### config.mk
export PLATFORM = sky130hd
export DESIGN_NAME = serial_tx
export DESIGN_NICKNAME = d
export VERILOG_FILES = /design/src/rtl/serial_pkg.sv /design/src/rtl/serial_tx_baud_gen.sv /design/src/rtl/serial_tx.sv
export SDC_FILE = /design/constraint.sdc
export NUM_CORES = 1
export LEC_CHECK = 0
export CORE_MARGIN = 2
export CORE_UTILIZATION = 40
export DETAILED_ROUTE_END_ITERATION = 10
export GPL_TIMING_DRIVEN = 0
export PLACE_DENSITY_LB_ADDON = 0.3
export SYNTH_ARGS = -nofsm -noshare
export SYNTH_HDL_FRONTEND = slang
export SYNTH_SLANG_ARGS = --single-unit
export TNS_END_PERCENT = 100
### constraint.sdc
create_clock -name clk -period 4.15 [get_ports clk]
set_input_delay 0.83 -clock clk [delete_from_list [all_inputs] [get_ports clk]]
set_output_delay 0.83 -clock clk [all_outputs]
set_load 0.02 [all_outputs]
### src/rtl/serial_pkg.sv
// Shared definitions for the serial frame transmitter and its matching receiver:
// state encoding, frame geometry, line levels and the parity helper.
package serial_pkg;

    typedef enum logic [2:0] {
        IDLE   = 3'd0,
        START  = 3'd1,
        DATA   = 3'd2,
        PARITY = 3'd3,
        STOP   = 3'd4
    } state_t;

    localparam int          DATA_BITS   = 8;
    localparam logic [2:0]  LAST_BIT    = 3'(DATA_BITS - 1);

    localparam logic        IDLE_LEVEL  = 1'b1;
    localparam logic        START_LEVEL = 1'b0;
    localparam logic        STOP_LEVEL  = 1'b1;

    // Odd parity makes the total count of ones (data + parity) odd.
    function automatic logic parity_f(input logic [DATA_BITS-1:0] d, input logic odd);
        return (^d) ^ odd;
    endfunction

endpackage

### src/rtl/serial_tx_baud_gen.sv
// Bit-period counter: tick marks the last clock cycle of each bit period;
// clr holds the count at zero so a new period starts aligned to the caller.
module baud_gen #(
    parameter int CLKS_PER_BIT = 16
) (
    input  logic clk,
    input  logic rst_n,
    input  logic clr,
    output logic tick
);

    localparam int CW = $clog2(CLKS_PER_BIT);
    localparam logic [CW-1:0] LAST_CNT = CW'(CLKS_PER_BIT - 1);

    logic [CW-1:0] cnt_r;
    logic          tick_s;

    assign tick_s = (cnt_r == LAST_CNT);
    assign tick   = tick_s;

    // Counter register: wraps after the last cycle of a period.
    always_ff @(posedge clk) begin
        if (!rst_n) begin
            cnt_r <= '0;
        end else if (clr || tick_s) begin
            cnt_r <= '0;
        end else begin
            cnt_r <= cnt_r + CW'(1);
        end
    end

endmodule

### src/rtl/serial_tx.sv
// Frame transmitter: start bit, 8 data bits LSB first, optional parity, stop bit,
// idle-high line, one byte accepted per valid/ready handshake.
module serial_tx
    import serial_pkg::*;
#(
    parameter int CLKS_PER_BIT = 16,
    parameter int PARITY_EN    = 0,
    parameter int PARITY_ODD   = 1
) (
    input  logic       clk,
    input  logic       rst_n,
    input  logic       tx_valid,
    output logic       tx_ready,
    input  logic [7:0] tx_data,
    output logic       tx,
    output logic       busy
);

    localparam logic ODD_SEL = (PARITY_ODD != 0);
    localparam logic PAR_ON  = (PARITY_EN != 0);

    state_t     state_r, state_next_s;
    logic       tx_r, tx_next_s;
    logic       busy_r;
    logic       tx_ready_r;
    logic [7:0] shreg_r, shreg_next_s;
    logic [2:0] bit_cnt_r, bit_cnt_next_s;
    logic       par_r, par_next_s;
    logic       clr_s;
    logic       tick_s;

    baud_gen #(.CLKS_PER_BIT(CLKS_PER_BIT)) u_baud (
        .clk   (clk),
        .rst_n (rst_n),
        .clr   (clr_s),
        .tick  (tick_s)
    );

    // Next-state and next-line-level logic.
    always_comb begin
        state_next_s   = state_r;
        tx_next_s      = tx_r;
        shreg_next_s   = shreg_r;
        bit_cnt_next_s = bit_cnt_r;
        par_next_s     = par_r;
        clr_s          = 1'b0;
        case (state_r)
            IDLE: begin
                clr_s     = 1'b1;
                tx_next_s = IDLE_LEVEL;
                if (tx_valid && tx_ready_r) begin
                    state_next_s = START;
                    shreg_next_s = tx_data;
                    par_next_s   = parity_f(tx_data, ODD_SEL);
                    tx_next_s    = START_LEVEL;
                end else begin
                    state_next_s = IDLE;
                end
            end
            START: begin
                if (tick_s) begin
                    state_next_s   = DATA;
                    tx_next_s      = shreg_r[0];
                    bit_cnt_next_s = 3'd0;
                end else begin
                    state_next_s = START;
                end
            end
            DATA: begin
                if (tick_s) begin
                    if (bit_cnt_r == LAST_BIT) begin
                        if (PAR_ON) begin
                            state_next_s = PARITY;
                            tx_next_s    = par_r;
                        end else begin
                            state_next_s = STOP;
                            tx_next_s    = STOP_LEVEL;
                        end
                    end else begin
                        // The next bit to send is shreg[1] before this shift lands.
                        shreg_next_s   = {1'b0, shreg_r[7:1]};
                        tx_next_s      = shreg_r[1];
                        bit_cnt_next_s = bit_cnt_r + 3'd1;
                    end
                end else begin
                    state_next_s = DATA;
                end
            end
            PARITY: begin
                if (tick_s) begin
                    state_next_s = STOP;
                    tx_next_s    = STOP_LEVEL;
                end else begin
                    state_next_s = PARITY;
                end
            end
            STOP: begin
                if (tick_s) begin
                    state_next_s = IDLE;
                    tx_next_s    = IDLE_LEVEL;
                end else begin
                    state_next_s = STOP;
                end
            end
            default: begin
                state_next_s = IDLE;
                tx_next_s    = IDLE_LEVEL;
            end
        endcase
    end

    // State, datapath and registered outputs.
    always_ff @(posedge clk) begin
        if (!rst_n) begin
            state_r    <= IDLE;
            tx_r       <= IDLE_LEVEL;
            busy_r     <= 1'b0;
            tx_ready_r <= 1'b0;
            shreg_r    <= 8'h00;
            bit_cnt_r  <= 3'd0;
            par_r      <= 1'b0;
        end else begin
            state_r    <= state_next_s;
            tx_r       <= tx_next_s;
            busy_r     <= (state_next_s != IDLE);
            tx_ready_r <= (state_next_s == IDLE);
            shreg_r    <= shreg_next_s;
            bit_cnt_r  <= bit_cnt_next_s;
            par_r      <= par_next_s;
        end
    end

    assign tx       = tx_r;
    assign busy     = busy_r;
    assign tx_ready = tx_ready_r;

endmodule
==> flow_summary.yaml <==
run_status:
  outcome: "complete, no violations"
yosys:
  ys_types: 35
  synth.avg_cell_area_sq_um: 9.51
  ys_warn_count: 0
  synthesis.area_sq_mm: 0.00101
  synth-seq-area-share: 0.417
  synth_cells: 106
  ys_seq_elements: 21
  synth_nets: 120
power:
  max-vdd-ir-drop_mv: 0.187
  cellPowerDensity_mw_per_mm2: 307
  total_power_mw: 0.369
  pwr-share-seq: 0.589
  p_leak_nw: 0.448
  switching_share: 0.248
  combPwrFrac: 0.151
  intPower_mw: 0.277
  pwr-share-clk: 0.260
  p_sw_mw: 0.0915
critical_path:
  crit_chain: "clkdlybuf4s50_1"
  regToRegSetupSlack_ns: 2.51
  r2r.worst_path.cells: 7
  r2r_start: "bit_cnt_r[0]"
  path_max_fanout: 4
  critical_path.startpoint: "tx_ready"
  cp-start-kind: "flop"
  critPathBufInv: 1
  crit_type: "flop to output port"
  cp_top_family: "buffers and inverters"
  worstPathArrival_ns: 1.30
  cpPeakStageDelay_ns: 0.62
  r2r-end: "shreg_r[4]"
  cp.required_ns: 3.32
  crit_end: "tx_ready"
  critical_path_depth: 1
  slowest_stage: "clkdlybuf4s50_1"
  setup.worst_path.end_class: "output port"
drt:
  drt-wirelength-per-cell_um: 12.4
  drc: 0
  drtIter0Drc: 10
  ant_nets: 0
  vias_per_cell: 5.37
  routed_wl_mm: 1.90
  firstDrtPassIters: 4
  vias: 821
die:
  fp-row-count: 18
  top_level_ports: 14
  start_util: 0.415
  core_area_sq_mm: 0.00243
  die_x_um: 54.2
  die_h_um: 54.2
  dieArea_sq_mm: 0.00294
clock_network:
  ctsHoldBuffers: 0
  clk_latency_ns: 0.30
  cts_resized: 0
  post-cts-setup-buffer-count: 0
  ctsLongestPathBuffers: 2
  root_buffer: "clkbuf_4"
  cts.sinks: 21
  cts_tree: "built"
  cts.reportedPaths.clkPinSlew_ns: 0.11
  htree_levels: 1
  cts_buffers: 3
timing:
  max_freq_ghz: 0.470
  finalSetupViolations: 0
  rsz0062_at_grt: "no"
  period_minus_slack_ns: 2.13
  clock_skew_ns: 0.00205
  finalCritPeriodShare: 0.513
  slew_headroom: 0.694
  totalNegativeSetupSlack_ns: 0
  final-max-slew-violation-count: 0
  fin_ws_ns: 2.02
  hold_viol_final: 0
  worst_slew_pin_slew_ns: 0.459
finish:
  area_delta_synth_final_pct: 19.2
  final_net_count: 138
  n_antenna_cell: 0
  drive_above_1_share: 0.114
  regArea_sq_um: 420
  fillers: 240
  multi_input_area_sq_um: 539
  design_area_sq_mm: 0.00120
global_routing:
  gr-total-overflow: 0
  grt_first_pass_wirelength_mm: 3.31
  grt.total_usage: 0.158
  grt_max_degree: 12
  met1_usage: 0.184
  grt_busiest_layer: "met2"
  grt_use_met2: 0.269
  grt_pass1_vias: 774
  antenna_found_initial: 0
  use_met3: 0.0410
flow_run:
  cap_violations: 0
place:
  pre_cts_slack_ns: 1.89
  port_buffers: 13
  hpwl_mm: 1.40
  gp_congestion: 0.859
  placed_cell_area_sq_mm: 0.00118
min_path:
  min_path_type: "flop to flop"
## synth_stat cells, drive strengths merged
library cell,number,share of area
o31a,1,0.0087
o2111ai,1,0.0087
clkbuf,1,0.0037
a2111oi,1,0.0087
buf,5,0.037
mux2i,8,0.079
mux2,1,0.011
a21oi,11,0.055
o21ai,3,0.019
and2,2,0.012
nand2,6,0.022
o211ai,1,0.0074
xnor2,1,0.0087
inv,2,0.0074
ha,3,0.037
nand4,1,0.0062
a31oi,1,0.0062
nand2b,3,0.026
nor3b,1,0.0074
xor2,1,0.0087
o22ai,2,0.026
nor2,14,0.060
a22o,2,0.017
dfxtp,21,0.42
and3,1,0.0062
a211oi,7,0.052
and3b,1,0.0087
nor3,2,0.0099
nand3,2,0.022
## layer usage
metal	up-vias	share of wire	wire (um)
met5	-	0	0
met4	0	0.016	31
met3	4	0.045	86
met2	16	0.48	915
met1	382	0.45	862
li1	419	-	-
## per-stage QoR
step / std cells / util / hold slack (ns)
after floorplan: 106 / - / 0.418
after global placement: 149 / 0.484 / 0.425
after detailed placement: 149 / 0.484 / 0.447
after CTS: 153 / 0.494 / 0.465
after global routing: 153 / 0.494 / 0.492
final: 153 / 0.494 / 0.456
## worst reg2reg max path, delay by kind of cell, from the launching register on
family	cells	cell delay, ns
compound gates	2	0.28
fa+ha+maj	2	0.42
buf+inv	1	0.13
flops	1	0.34
simple gates	2	0.36
## logic make-up (layout without fill, tap and decap cells)
kind of cell | Yosys count | in the layout | share of synthesized area
muxes | 9 | 9 | 0.0906
xor gates and xnor gates | 2 | 2 | 0.0174
buffers and inverters | 8 | 25 | 0.0484
and+or+nand+nor | 33 | 33 | 0.181
AOI/OAI and AO/OA | 30 | 30 | 0.208
DFF | 21 | 21 | 0.417
adders and majority gates | 3 | 3 | 0.0372
## registers in the layout, indices dropped and copies added, names as in the netlist
register and cells:
bit_cnt_r 3, busy 1, shreg_r 8, state_r 3
tx 1, tx_ready 1, u_baud.cnt_r 4
## final cells by class
cell class,instances,area share
multi-input cells,77,0.448
flip-flops and latches,21,0.350
inverters,2,0.00624
plain buffers,6,0.0343
clock buffers,4,0.0219
well taps,30,0.0312
repair buffers,13,0.108
## cells in the final DEF (no fill, tap or decap), drive strengths merged, types with 3 or more instances in the layout
cell type and instances:
nand2b 3, a211oi 7, mux2i 8, dfxtp 21, nor2 14, clkdlybuf4s50 13
o21ai 3, ha 3, a21oi 11, buf 5, nand2 6, clkbuf 5
## power by group through the flow
stage                     Sequential, mW  Combinational [mW]  Clock [mW]
after floorplan                    0.224              0.0311           0
after global placement             0.221              0.0551           0
after detailed placement           0.222              0.0562           0
after CTS                          0.217              0.0564       0.102
after global routing               0.218              0.0620       0.112
final                              0.217              0.0556      0.0960
## worst min-delay path by stage
stage | startpoint | cells past startpoint | slack [ns] | endpoint
final | u_baud.cnt_r[0] | 1 | 0.46 | u_baud.cnt_r[0]
after global routing | u_baud.cnt_r[0] | 1 | 0.49 | u_baud.cnt_r[0]
after CTS | u_baud.cnt_r[0] | 1 | 0.47 | u_baud.cnt_r[0]
after detailed placement | u_baud.cnt_r[0] | 1 | 0.45 | u_baud.cnt_r[0]
after global placement | u_baud.cnt_r[0] | 1 | 0.42 | u_baud.cnt_r[0]
after floorplan | u_baud.cnt_r[0] | 1 | 0.42 | u_baud.cnt_r[0]
Power figures use the tool's default switching activity.
